## config.mk

```make
export PLATFORM = sky130hd
export DESIGN_NAME = axi_wr_route
export DESIGN_NICKNAME = d
export VERILOG_FILES = /design/src/rtl/axi_pkg.sv /design/src/rtl/axi_wr_decode.sv /design/src/rtl/axi_wr_route.sv
export SDC_FILE = /design/constraint.sdc
export NUM_CORES = 1
export LEC_CHECK = 0
export ABC_AREA = 1
export CORE_ASPECT_RATIO = 0.5
export CORE_UTILIZATION = 32
export DETAILED_ROUTE_END_ITERATION = 8
export PLACE_DENSITY_LB_ADDON = 0.1
export SYNTH_ARGS = -nofsm -noshare
export SYNTH_HDL_FRONTEND = slang
export SYNTH_SLANG_ARGS = --single-unit
```

## constraint.sdc

```tcl
create_clock -name ACLK -period 1.8 [get_ports ACLK]
set_input_delay 0.45 -clock ACLK [delete_from_list [all_inputs] [get_ports ACLK]]
set_output_delay 0.45 -clock ACLK [all_outputs]
set_load 0.005 [all_outputs]
```

## src/rtl/axi_pkg.sv

```systemverilog
// axi_pkg: shared response codes, slave index field position and route states for the interconnect.
package axi_pkg;
  localparam logic [1:0] RESP_OKAY = 2'b00;
  localparam logic [1:0] RESP_DECERR = 2'b11;
  localparam int IDX_LSB = 16;
  typedef enum logic [1:0] {IDLE, DATA, RESP} route_state_e;
endpackage

```

## src/rtl/axi_wr_decode.sv

```systemverilog
// axi_wr_decode: AWADDR slave index field to one-hot select plus unmapped flag.
module axi_wr_decode
  import axi_pkg::*;
#(
  parameter int SlaveCount = 6,
  parameter int AddrWidth = 32
) (
  input  logic [AddrWidth-1:0]  addr,
  output logic [SlaveCount-1:0] dec,
  output logic                  unmapped
);
  localparam int IdxW = AddrWidth - IDX_LSB;
  logic [IdxW-1:0] idx;
  logic            unused_lo;
  assign idx = addr[AddrWidth-1:IDX_LSB];
  assign unused_lo = ^addr[IDX_LSB-1:0];
  always_comb begin
    dec = '0;
    for (int i = 0; i < SlaveCount; i++) dec[i] = idx == IdxW'(i);
  end
  assign unmapped = ~|dec;
endmodule

```

## src/rtl/axi_wr_route.sv

```systemverilog
// axi_wr_route: routes one master write channel to a one-hot slave, holding the route until B completes.
// Unmapped addresses go to an internal default slave that answers DECERR.
module axi_wr_route
  import axi_pkg::*;
#(
  parameter int SlaveCount = 6,
  parameter int AddrWidth = 32
) (
  input  logic                    ACLK,
  input  logic                    ARESETn,
  input  logic [AddrWidth-1:0]    AWADDR_M,
  input  logic                    AWVALID_M,
  output logic                    AWREADY_M,
  output logic [SlaveCount-1:0]   AWVALID_S,
  input  logic [SlaveCount-1:0]   AWREADY_S,
  input  logic                    WVALID_M,
  input  logic                    WLAST_M,
  output logic                    WREADY_M,
  output logic [SlaveCount-1:0]   WVALID_S,
  input  logic [SlaveCount-1:0]   WREADY_S,
  input  logic [SlaveCount-1:0]   BVALID_S,
  input  logic [2*SlaveCount-1:0] BRESP_S,
  output logic                    BVALID_M,
  output logic [1:0]              BRESP_M,
  input  logic                    BREADY_M,
  output logic [SlaveCount-1:0]   BREADY_S,
  output logic                    BUSY
);
  route_state_e          state_q, state_d;
  logic [SlaveCount-1:0] sel_q, sel_d, dec;
  logic                  derr_q, derr_d, unmapped;
  logic [1:0]            bresp_sel;
  axi_wr_decode #(.SlaveCount(SlaveCount), .AddrWidth(AddrWidth)) u_dec (
    .addr(AWADDR_M),
    .dec(dec),
    .unmapped(unmapped)
  );
  always_comb begin
    bresp_sel = RESP_OKAY;
    for (int i = 0; i < SlaveCount; i++) bresp_sel |= sel_q[i] ? BRESP_S[2*i+:2] : 2'b00;
  end
  // Outputs stay 0 while ARESETn is low, even the purely combinational ones.
  always_comb begin
    state_d = state_q;
    sel_d = sel_q;
    derr_d = derr_q;
    AWREADY_M = 1'b0;
    AWVALID_S = '0;
    WREADY_M = 1'b0;
    WVALID_S = '0;
    BVALID_M = 1'b0;
    BRESP_M = RESP_OKAY;
    BREADY_S = '0;
    if (ARESETn) begin
      case (state_q)
        IDLE: begin
          AWVALID_S = dec & {SlaveCount{AWVALID_M}};
          AWREADY_M = unmapped | |(dec & AWREADY_S);
          if (AWVALID_M && AWREADY_M) begin
            sel_d = dec;
            derr_d = unmapped;
            state_d = DATA;
          end
        end
        DATA: begin
          WVALID_S = sel_q & {SlaveCount{WVALID_M}};
          WREADY_M = derr_q | |(sel_q & WREADY_S);
          state_d = WVALID_M && WREADY_M && WLAST_M ? RESP : DATA;
        end
        RESP: begin
          BVALID_M = derr_q | |(sel_q & BVALID_S);
          BRESP_M = derr_q ? RESP_DECERR : bresp_sel;
          BREADY_S = derr_q ? '0 : sel_q & {SlaveCount{BREADY_M}};
          if (BVALID_M && BREADY_M) begin
            state_d = IDLE;
            sel_d = '0;
            derr_d = 1'b0;
          end
        end
        default: state_d = IDLE;
      endcase
    end
  end
  always_ff @(posedge ACLK or negedge ARESETn) begin
    if (!ARESETn) begin
      state_q <= IDLE;
      sel_q <= '0;
      derr_q <= 1'b0;
    end else begin
      state_q <= state_d;
      sel_q <= sel_d;
      derr_q <= derr_d;
    end
  end
  assign BUSY = ARESETn && state_q != IDLE;
endmodule

```

==> results of run 1 <==
==> critical path, cell delays in order <==
cell and delay [ns]:
buf_6 0.10, nor2_4 0.11, nand2_4 0.12, nor2_4 0.17, buf_6 0.12, nand3_2 0.07
nand2_1 0.09, nor2_2 0.04, nand3_2 0.07, nand3_2 0.06, inv_1 0.05, buf_2 0.10
==> state kept, by name, indices dropped and copies added (netlist names) <==
name,flops
derr_q,1
sel_q,6
state_q,2
==> layout by cell type (no fill, tap or decap), drive strengths merged <==
cell and count:
dlygate4sd2 21, clkbuf 7, o21ai 2, inv 17, nor3 15, o211ai 1, nand2 54, nand4 14
clkdlybuf4s50 12, a22o 3, a21oi 3, dlymetal6s2s 1, dfrtp 9, and3 1, nor2 40, a221oi 2
nand3 14, clkdlybuf4s15 8, buf 84
==> final cells by class <==
cell class	count	area (µm²)
Clock buffer	4	45.04
Fill cell	206	480.5
Inverter	17	66.31
Multi-Input combinational cell	149	1080
Sequential cell	9	231.5
Tap cell	40	50.05
Timing Repair Buffer	129	1112
==> layer usage <==
layer,wire [µm],track usage [%],vias up
li1,-,-,856
met1,2011,33.05,785
met2,2400,46.23,72
met3,273,3.740,8
met4,80,8.966,0
met5,0,0,-
==> per-stage QoR <==
stage	setup WS (ns)	util [%]	TNS (ns)	area, µm²
2_1_floorplan	0.07877	-	0	1051
3_3_place_gp	-0.8737	69.59	-19.53	2133
3_5_place_dp	-0.9245	69.59	-20.64	2133
4_1_cts	-0.1627	78.16	-0.7872	2396
5_1_grt	-0.2576	84.33	-2.022	2585
6_report	-0.2101	84.33	-0.7800	2585
==> kinds of logic (layout without fill, tap and decap cells) <==
group / Yosys count / after routing / synth area share (%)
flops: 9 / 9 / 21.43
simple gates: 137 / 138 / 61.79
buf+inv: 21 / 150 / 9.047
compound gates: 11 / 11 / 7.738
==> where the power goes <==
group          total, mW  internal (mW)  switching (mW)
clock network      0.233          0.154          0.0786
logic              0.642          0.305           0.337
registers          0.274          0.228          0.0453
==> what timing repair did <==
item                                    in CTS  in global routing
setup buffers                               12                  3
pin swaps                                   57                 38
hold endpoints to repair                     0                  0
endpoints found under the setup margin      33                 32
cloned                                       1                  0
resized for setup                          213                 67
==> final timing paths <==
check                             start          to  slack (ns)
setup / recovery           AWADDR_M[20]   AWREADY_M       -0.21
max in group asynchronous       ARESETn    sel_q[3]        1.31
hold / removal                  ARESETn  state_q[0]        0.32
min in group ACLK              sel_q[3]    sel_q[3]        0.61
setup reg to reg               sel_q[3]    sel_q[3]        0.07
hold reg to reg                sel_q[3]    sel_q[3]        0.61
==> cells in the mapped netlist (3+ instances only) <==
cell	instances	share of area [%]
nand3_1	10	4.8
a21oi_1	3	1.4
nor2_1	32	11
nand4_1	13	7.7
nand3_2	4	3.8
inv_1	16	5.7
a22o_1	3	2.5
nand2_1	51	18
nor3_1	15	7.1
nand2_2	3	1.8
nor2_2	5	3.0
dfrtp_1	9	21
==> impl_metrics.env, run 1 <==
export IMPL_rsz0062_at_grt="true"
export IMPL_tightest_slew_ns=0.3480
export IMPL_routed_via_density=4.945
export IMPL_wirelength_um=4766
export IMPL_dpl_hpwl_um=3068
export IMPL_core_area_um2=3065
export IMPL_critPathArrivalTime_ns=1.56
export IMPL_cts_tree="done"
export IMPL_synth_cell_types=22
export IMPL_setup_slack_ns=-0.2101
export IMPL_postCtsHoldBufs=0
export IMPL_dpl_cell_count=329
export IMPL_io_pin_count=92
export IMPL_clock_path_buffers=2
export IMPL_clock_sinks=9
export IMPL_die_x_um=83.05
export IMPL_numPortBuffers=75
export IMPL_fin_nets=377
export IMPL_clk_pin_slew_worst_paths_ns=0.04
export IMPL_drv_cap=0
export IMPL_finalSetupViolations=9
export IMPL_numCtsBuffers=3
export IMPL_drv_slew=0
export IMPL_grt_max_degree=13
export IMPL_power_leakage_nw=1.246
export IMPL_postSynthCellCount=178
export IMPL_irDropWorstVdd_v=0.0002871
export IMPL_ff2ff_path_depth=8
export IMPL_worstSetupPathType="in2out"
export IMPL_hold_slack_ns=0.3223
export IMPL_grt_pass1_vias=1625
export IMPL_synth_edf_count=0
export IMPL_finalPower_mw=1.149
export IMPL_start_util_pct=34.29
export IMPL_netlist_area_um2=1051
export IMPL_violations="setup timing"
export IMPL_final_layout_size_suffix_gt1_share_pct=56.82
export IMPL_htree_levels=1
export IMPL_drt_first_iter_violations=70
export IMPL_yosysWarningCount=0
export IMPL_vias=1721
export IMPL_synthArstFlopShare_pct=100.0
export IMPL_antenna_found_initial=0
export IMPL_synth_seq_cells=9
export IMPL_die_h_um=42.53
export IMPL_hold_viol_final=0
export IMPL_place_congestion=0.8538
export IMPL_root_buffer="clkbuf_8"
export IMPL_die_area_um2=3532
export IMPL_synth_seq_area_share_pct=21.43
export IMPL_critical_path_required_ns=1.35
export IMPL_grt_total_usage_pct=26.12
export IMPL_period_share_pct=111.7
export IMPL_row_count=14
export IMPL_clock_latency_ns=0.23
export IMPL_instances_no_fill=348
export IMPL_globalRouteOverflowTotal=0
export IMPL_start_kind="input port"
export IMPL_drc=0
export IMPL_postRouteAntennaNets=0
export IMPL_critPathCaptureType="output port"
export IMPL_period_needed_ns=2.010
export IMPL_slew_headroom_pct=76.74
export IMPL_min_path_type="in2async"
export IMPL_clock_skew_ns=0.002156
export IMPL_grt_pass1_wl_um=7293
export IMPL_p_per_area_nw_per_um2=444.4
export IMPL_fmax_mhz=497.5
export IMPL_area_growth_pct=146.0
export IMPL_avgSynthCellArea_um2=5.905
export IMPL_syn_num_nets=246
export IMPL_synth_ff_type="dfrtp_1"
export IMPL_status="complete, but fails checks"
export IMPL_diodes=0
export IMPL_wl_per_cell_um=13.70
export IMPL_crit_fanout=5
export IMPL_firstDrtPassIters=5
(Power assumes the default switching activity.)
==> run 2: changes to the inputs <==
--- a/config.mk
+++ b/config.mk
@@ -7,9 +7,12 @@
 export LEC_CHECK = 0
 export ABC_AREA = 1
 export CORE_ASPECT_RATIO = 0.5
+export CORE_MARGIN = 10
 export CORE_UTILIZATION = 32
 export DETAILED_ROUTE_END_ITERATION = 8
+export MAX_ROUTING_LAYER = met4
 export PLACE_DENSITY_LB_ADDON = 0.1
 export SYNTH_ARGS = -nofsm -noshare
 export SYNTH_HDL_FRONTEND = slang
 export SYNTH_SLANG_ARGS = --single-unit
+export TNS_END_PERCENT = 10
==> run 2 against run 1 <==
Critical path type unchanged. Die area increased by 73%. Wire length increased by 12%. Count of clock-buffer cells in the layout unchanged. The run still ends with setup timing left.
==> impl_metrics.env, run 2 (synthesis gave the netlist of run 1 again) <==
export IMPL_row_count=14
export IMPL_power_leakage_nw=1.181
export IMPL_post_dp_cell_area_um2=2091
export IMPL_ff2ff_path_depth=13
export IMPL_hold_viol_final=0
export IMPL_setup_slack_ns=-0.1734
export IMPL_grt_max_degree=13
export IMPL_violations="setup timing"
export IMPL_largest_register="sel_q"
export IMPL_worstReg2RegStart="sel_q[3]"
export IMPL_power_switching_mw=0.4546
export IMPL_min_path_type="in2async"
export IMPL_crit_family="simple AND/OR/NAND/NOR gates"
export IMPL_final_cell_mix="buf_4 (45), nand2_1 (42), buf_2 (24), nor2_1 (23), clkdlybuf4s50_1 (20)"
export IMPL_largest_reg_flops=6
export IMPL_internal_power_mw=0.7297
export IMPL_irDropWorstVdd_v=0.0003183
export IMPL_drc=0
export IMPL_fmax_mhz=506.7
export IMPL_slew_headroom_pct=84.00
export IMPL_post_place_ws_ns=-0.9371
export IMPL_vias=1728
export IMPL_critPathCaptureType="output port"
export IMPL_numPortBuffers=75
export IMPL_worstSetupPathType="in2out"
export IMPL_clock_skew_ns=0.003131
export IMPL_grt_pass1_vias=1734
export IMPL_critical_path_required_ns=1.35
export IMPL_grt_total_usage_pct=17.14
export IMPL_period_needed_ns=1.973
export IMPL_cpMaxStageDelayCell="nor2_4"
export IMPL_routed_via_density=4.980
export IMPL_clkPwrFrac_pct=19.3
export IMPL_diodes=0
export IMPL_io_pin_count=92
export IMPL_hold_slack_ns=0.3241
export IMPL_drv_cap=0
export IMPL_crit_fanout=5
export IMPL_finalSetupTns_ns=-1.110
export IMPL_r2r_setup_slack_ns=-0.10
export IMPL_switching_share_pct=38.39
export IMPL_period_share_pct=109.6
export IMPL_globalRouteOverflowTotal=0
export IMPL_critPathBufInv=5
export IMPL_rsz0062_at_grt="true"
export IMPL_p_per_area_nw_per_um2=483.9
export IMPL_final_layout_size_suffix_gt1_share_pct=52.77
export IMPL_combPwrFrac_pct=58.3
export IMPL_area_growth_pct=132.9
export IMPL_htree_levels=1
export IMPL_place_congestion=0.9162
export IMPL_cts_tree="done"
export IMPL_start_kind="input port"
export IMPL_tightest_slew_ns=0.2392
export IMPL_clock_sinks=9
export IMPL_max_stage_delay_ns=0.12
export IMPL_reg_largest_list="sel_q x6, state_q x2, derr_q x1"
export IMPL_clock_latency_ns=0.23
export IMPL_path_cells="buf_6 -> nor2_4 -> nand2_4 -> nor2_4 -> buf_6 -> nand4_1 -> nand2_1 -> inv_1 -> nand3_2 -> nand3_2 -> inv_1 -> buf_2"
export IMPL_seqPwrFrac_pct=22.4
export IMPL_die_x_um=101.1
export IMPL_postRouteAntennaNets=0
export IMPL_antenna_found_initial=0
export IMPL_wl_per_cell_um=15.44
export IMPL_final_common_cell="buf_4"
export IMPL_dpl_hpwl_um=3851
export IMPL_drt_first_iter_violations=60
export IMPL_clk_pin_slew_worst_paths_ns=0.05
export IMPL_drv_slew=0
export IMPL_critPathArrivalTime_ns=1.52
export IMPL_core_area_um2=3065
export IMPL_finalSetupViolations=19
export IMPL_r2r_end="state_q[0]"
export IMPL_firstDrtPassIters=4
export IMPL_die_area_um2=6116
export IMPL_clock_path_buffers=2
export IMPL_wirelength_um=5359
export IMPL_grt_pass1_wl_um=8376
export IMPL_design_area_um2=2447
export IMPL_postCtsHoldBufs=0
export IMPL_root_buffer="clkbuf_8"
export IMPL_die_h_um=60.53
export IMPL_fin_nets=376
export IMPL_start_util_pct=34.29
export IMPL_numCtsBuffers=3
export IMPL_status="complete, but fails checks"
-- run 2: cell types whose count changed in the layout (fill, tap and decap cells not counted), sizes merged --
cell,delta
clkdlybuf4s50,+8
dlygate4sd2,-7
clkdlybuf4s15,-2
-- run 2: what timing repair did --
item,4_1_cts,5_1_grt
endpoints found under the hold margin,0,0
setup endpoints to repair,33,32
cloned,1,0
resized for setup,213,27
pin swaps,50,17
buffers inserted,16,1
-- run 2: worst max-delay path by stage --
stage                       from   endpoint  slack [ns]  cells after the start
CTS                 AWADDR_M[20]  AWREADY_M       -0.15                     12
floorplan           AWADDR_M[31]  AWREADY_M        0.08                     10
finish              AWADDR_M[23]  AWREADY_M       -0.17                     12
detailed placement  AWADDR_M[17]  AWREADY_M       -0.94                     12
global placement    AWADDR_M[16]  AWREADY_M       -0.89                     12
global route        AWADDR_M[23]  AWREADY_M       -0.27                     12
-- run 2: per-layer routing --
metal	vias up	global-route usage, %	part of all wire, %
li1	855	-	-
met1	794	19.36	43
met2	73	29.59	47
met3	6	4.875	8.7
met4	0	4.339	1.2
met5	-	-	0
-- run 2: power by group through the flow --
stage / registers (mW) / logic (mW) / clock network, mW
floorplan: 0.250 / 0.229 / 0
global placement: 0.258 / 0.475 / 0
detailed placement: 0.260 / 0.484 / 0
CTS: 0.260 / 0.623 / 0.230
global route: 0.267 / 0.739 / 0.247
finish: 0.265 / 0.691 / 0.229
-- run 2: stage by stage --
stage	std cells	total power [mW]	utilization, %
after floorplan	178	0.4782	-
after global placement	325	0.7329	68.20
after detailed placement	325	0.7441	68.20
after CTS	346	1.113	78.49
after global routing	347	1.253	79.84
final	347	1.184	79.84
-- run 2: tightest hold or removal path, stage by stage --
cell and delay [ns]:
clkbuf_2 0.12, buf_6 0.13, buf_4 0.19
-- run 2: area by class of cell --
type | count | area (µm²)
well taps | 40 | 50.05
flip-flops and latches | 9 | 229.0
multi-input cells | 149 | 1015
inverters | 17 | 63.81
clock buffers | 4 | 45.04
repair buffers | 128 | 1045
fillers | 234 | 618.1
==> variant 1, RTL diff (config.mk and constraints of run 2) <==
Make the reset (`ARESETn`) synchronous in one clocked block.
--- a/src/rtl/axi_wr_route.sv
+++ b/src/rtl/axi_wr_route.sv
@@ -81,7 +81,7 @@
       endcase
     end
   end
-  always_ff @(posedge ACLK or negedge ARESETn) begin
+  always_ff @(posedge ACLK) begin
     if (!ARESETn) begin
       state_q <= IDLE;
       sel_q <= '0;
Function: no difference found for any inputs over 10 cycles, from zero or initial values and one cycle with ARESETn low; that may be too few to reach the edited logic, so the function may still have changed.
==> variant 1 against run 2 <==
  * The flow still finishes with violations (setup timing)
  * Sequential cell count is the same
  * Worst setup slack lost 0.023 ns
  * Total power shrank 18%
  * Maximum frequency shrank 1.1%
  * Area after synthesis shrank 2.9%
  * Cell area grew 6.0%
  * Largest cell class is now multi-input combinational cells
  * Count of clock-buffer cells in the layout is the same
  * Wire length shrank 1.4%
==> variant 1: results (changes against run 2) <==
Clocking
  – CTS Root Cell: clkbuf_8
  – H-tree depth: 1 (unchanged)
  – Clock Latency Late Sink: 0.23 ns (about the same)
  – Num CTS Buffers: 3 (unchanged)
  – Cts hold-fix bufs: 0 (unchanged)

Critical path
  – Slowest cell on the critical path: nor2_4
  – CP peak stage delay: 0.15 ns (+0.03 ns)
  – Data arrival time of the worst path: 1.55 ns (+0.03 ns)
  – Top Family by Delay on Critical Path: simple AND/OR/NAND/NOR gates
  – CP Max Fanout: 4 (-1)

Global routing
  – Pin count of the biggest net entering global routing: 15 (+2)
  – All-Layer GR Usage: 0.172 (+0.000242)
  – Antenna violations before repair: 0 (unchanged)
  – Global-route wire length before repair: 8400 microns (+0.33%)
  – Vias in the first global route: 1,853 (+6.9%)

STA
  – Worst Max-Slew Pin Slew: 0.317 ns (+0.0777 ns)
  – Slack of the critical path: -0.196 ns (-0.0229 ns)
  – Setup TNS: -0.752 ns (+0.358 ns)
  – Clock Skews: 0.00129 ns (-0.00184 ns)
  – Final setup viols: 9 (-10)

Route
  – Avg Vias per Cell: 4.95 (-0.61%)
  – Starting DRT DRC Count: 43 (-28%)
  – Detailed Route WL: 5290 microns (-1.4%)
  – Initial DRT Pass Iterations: 4 (unchanged)
  – Via count: 1,762 (+2.0%)

Placed design
  – Routability cong.: 0.815 (-11%)
  – DP Worst Slack: -0.960 ns (-0.0230 ns)
  – DP Wirelength: 3590 microns (-6.8%)
  – Placed Area: 0.00209 sq mm (+0.12%)
  – DP Cell Count: 339 (+4.3%)

Finish
  – # nets final: 385 (+2.4%)
  – Share of layout cells above drive strength 1: 0.582 (+0.0546)
  – Final Instance Area: 0.00259 sq mm (+6.0%)
  – Fillers: 192 (-18%)
  – Largest regs: sel_q (6), state_q (2), derr_q (1)

Logic synthesis
  – Sequential area share after synthesis: 0.176 (-0.0378)
  – Syn nets: 256 (+4.1%)
  – Mapped Cells: 188 (+5.6%)
  – Largest cells by area after synthesis: nand2_1 (18%), dfxtp_1 (18%), nor2_1 (14%)
  – Most used DFF post-synth: dfxtp_1
  – Top cell types by occurrence after synthesis: nand2_1 (50), nor2_1 (37), inv_1 (17), nand3_1 (17), a21oi_1 (14)
  – Fraction of registers with async set/reset: 0 (-1.00)
  – Post-synth cell types: 22 (unchanged)

Status
  – Status: complete, but fails checks
  – Failing checks: setup timing

Power
  – Maximum VDD drop: 0.239 mV (-25%)
  – Pint: 631 uW (-14%)
  – Leak: 1.24 nW (+4.9%)

Worst hold path
  – Class of the worst hold path: flip-flop to flip-flop
-- variant 1: timing repair --
item	4_1_cts	5_1_grt
cloned	1	0
pin swaps	50	21
buffers inserted	12	1
setup endpoints to repair	32	27
gates resized for setup	240	49
-- variant 1: cells by family after synthesis --
logic type / after synthesis / synth area share
and+or+nand+nor: 135 / 0.605
buffers and inverters: 23 / 0.102
AOI/OAI and AO/OA: 21 / 0.116
DFF: 9 / 0.176
-- variant 1: routing by layer --
layer / global-route usage / share of wire / routed length, microns / vias to the layer above
met5: - / 0 / 0 / -
met4: 0.0345 / 0.010 / 53 / 0
met3: 0.0265 / 0.052 / 274 / 6
met2: 0.307 / 0.49 / 2610 / 64
met1: 0.201 / 0.44 / 2350 / 820
li1: - / - / - / 872
-- variant 1: final timing paths --
check             slack, ns                     to  cells after the start           startpoint
setup / recovery      -0.20              AWREADY_M                     12         AWADDR_M[20]
hold / removal         0.55    derr_q$_SDFFE_PN0P_                      2  derr_q$_SDFFE_PN0P_
setup reg to reg       0.13  sel_q[2]$_SDFFE_PN0P_                     11  derr_q$_SDFFE_PN0P_
hold reg to reg        0.55    derr_q$_SDFFE_PN0P_                      2  derr_q$_SDFFE_PN0P_
-- variant 1: final cells by class --
type	count	area share
clock buffer	4	0.0174
timing repair buffer	128	0.425
tap	40	0.0193
multi-input combinational	157	0.438
inverter	18	0.0270
sequential	9	0.0728
-- variant 1: power by group through the flow --
stage / Clock, mW / Combinational (mW) / Sequential, mW
after global placement: 0 / 0.376 / 0.252
after detailed placement: 0 / 0.382 / 0.253
after CTS: 0.236 / 0.437 / 0.253
after floorplan: 0 / 0.155 / 0.243
after global routing: 0.245 / 0.524 / 0.261
final: 0.235 / 0.482 / 0.257
==> variant 2, RTL diff (config.mk and constraints of run 2) <==
Made on the original files. Change the package constant `IDX_LSB` from 16 to 15.
--- a/src/rtl/axi_pkg.sv
+++ b/src/rtl/axi_pkg.sv
@@ -2,7 +2,7 @@
 package axi_pkg;
   localparam logic [1:0] RESP_OKAY = 2'b00;
   localparam logic [1:0] RESP_DECERR = 2'b11;
-  localparam int IDX_LSB = 16;
+  localparam int IDX_LSB = 15;
   typedef enum logic [1:0] {IDLE, DATA, RESP} route_state_e;
 endpackage
 
Behaviour: not the same (Yosys sat finds a counterexample within 4 cycles, from zero or initial values and one cycle with ARESETn low).
==> variant 2 against run 2 <==
  * The run still ends with setup timing left
  * Worst hold slack lost 0.066 ns
  * Clock skew is essentially flat
  * Sequential cell count is the same
  * Largest cell class unchanged
  * Cell count shrank 2.6%
  * Area after synthesis shrank 3.8%
  * Maximum frequency shrank 1.1%
  * Core utilization shrank 1.6 points
  * Wire length shrank 2.1%
  * Total power grew 21%
  * Cell area shrank 3.6%
  * Worst setup slack lost 0.021 ns
  * Synthesized cell count shrank 3.4%
==> variant 2: results (changes against run 2) <==
Status
  – Status: complete, but fails checks
  – Failing checks: setup timing

Finish
  – Plain + repair buffers: 122 (-4.7%)
  – Share of layout cells above drive strength 1: 0.513 (-0.0143)
  – Final clock-cell share: 0.0191 (+0.000693)
  – Fillers: 219 (-6.4%)
  – Buffer share of cell area: 0.422 (-0.00514)
  – Comb_multi_in: 144 (-3.4%)
  – # nets final: 367 (-2.4%)
  – Finished Layout Cells: 338 (-2.6%)
  – Num sequential: 9 (unchanged)

STA
  – Rel. slew slack: 0.814 (-0.0255)
  – Clock Skews: 0.00268 ns (-0.000448 ns)
  – Final setup viols: 14 (-5)
  – Slack of the critical path: -0.194 ns (-0.0210 ns)

Route
  – Avg Vias per Cell: 4.96 (-0.43%)
  – Detailed Route WL: 5250 microns (-2.1%)
  – WL met1: 2420 microns (+4.3%)
  – Met2 wire length: 2310 microns (-7.4%)
  – Routed wl met3: 458 microns (-2.1%)
  – Starting DRT DRC Count: 124 (+110%)

Logic synthesis
  – Top cell types by occurrence after synthesis: nand2_1 (53), nor2_1 (26), nand4_1 (18)
  – Post-synth cell types: 19 (-14%)
  – Syn avg cell area: 5.88 sq um (-0.45%)
  – Synth Area in Compound Gates: 0.0619 (-0.0155)

Global routing
  – GR Util met1: 0.206 (+0.0125)
  – Global-route wire length before repair: 8000 microns (-4.5%)
  – Pin count of the biggest net entering global routing: 12 (-1)
  – All-Layer GR Usage: 0.168 (-0.00376)

Placed design
  – Routability cong.: 0.885 (-3.4%)
  – IO Port Bufs: 76 (+1.3%)
  – DP Wirelength: 3660 microns (-4.9%)

Power
  – Leak: 1.14 nW (-3.1%)
[variant 2: changes by cell type after synthesis, sizes merged, moves of 2 or more]
| cell | delta |
|---|---|
| nor3 | +2 |
| nor2 | -3 |
| buf | -2 |
| nand2 | +4 |
| nand3 | -9 |
| nand4 | +4 |
| o21ai | -2 |
[variant 2: worst min-delay path: cells and delay by family]
family / cells / cell delay, ns
buffers and inverters: 3 / 0.38
[variant 2: repair_timing]
action | in CTS | in global routing
pin swaps | 40 | 30
cloned | 1 | 0
setup endpoints to repair | 33 | 30
setup buffers | 6 | 7
resized for setup | 194 | 42
[variant 2: per-stage QoR]
stage	util	setup slack, ns	TNS [ns]
final	0.783	-0.194	-1.10
after global routing	0.783	-0.292	-2.31
after CTS	0.741	-0.164	-1.44
after detailed placement	0.683	-0.889	-21.22
after global placement	0.683	-0.864	-20.58
after floorplan	-	0.0848	0
[variant 2: power by group]
group	switching [mW]	leakage, nW	internal [mW]
logic	0.474	1.00	0.448
registers	0.0335	0.117	0.232
clock network	0.0869	0.0228	0.155
total	0.595	1.14	0.836
[variant 2: final timing paths]
kind / depth (start not counted) / to / slack [ns] / from
setup / recovery: 9 / AWVALID_S[5] / -0.19 / AWADDR_M[28]
hold / removal: 3 / sel_q[3]$_DFFE_PN0P_ / 0.26 / ARESETn
setup reg to reg: 9 / sel_q[4]$_DFFE_PN0P_ / 0.31 / sel_q[3]$_DFFE_PN0P_
hold reg to reg: 2 / sel_q[1]$_DFFE_PN0P_ / 0.56 / sel_q[1]$_DFFE_PN0P_
max in group asynchronous: 4 / sel_q[1]$_DFFE_PN0P_ / 1.34 / ARESETn
min in group ACLK: 2 / sel_q[1]$_DFFE_PN0P_ / 0.56 / sel_q[1]$_DFFE_PN0P_
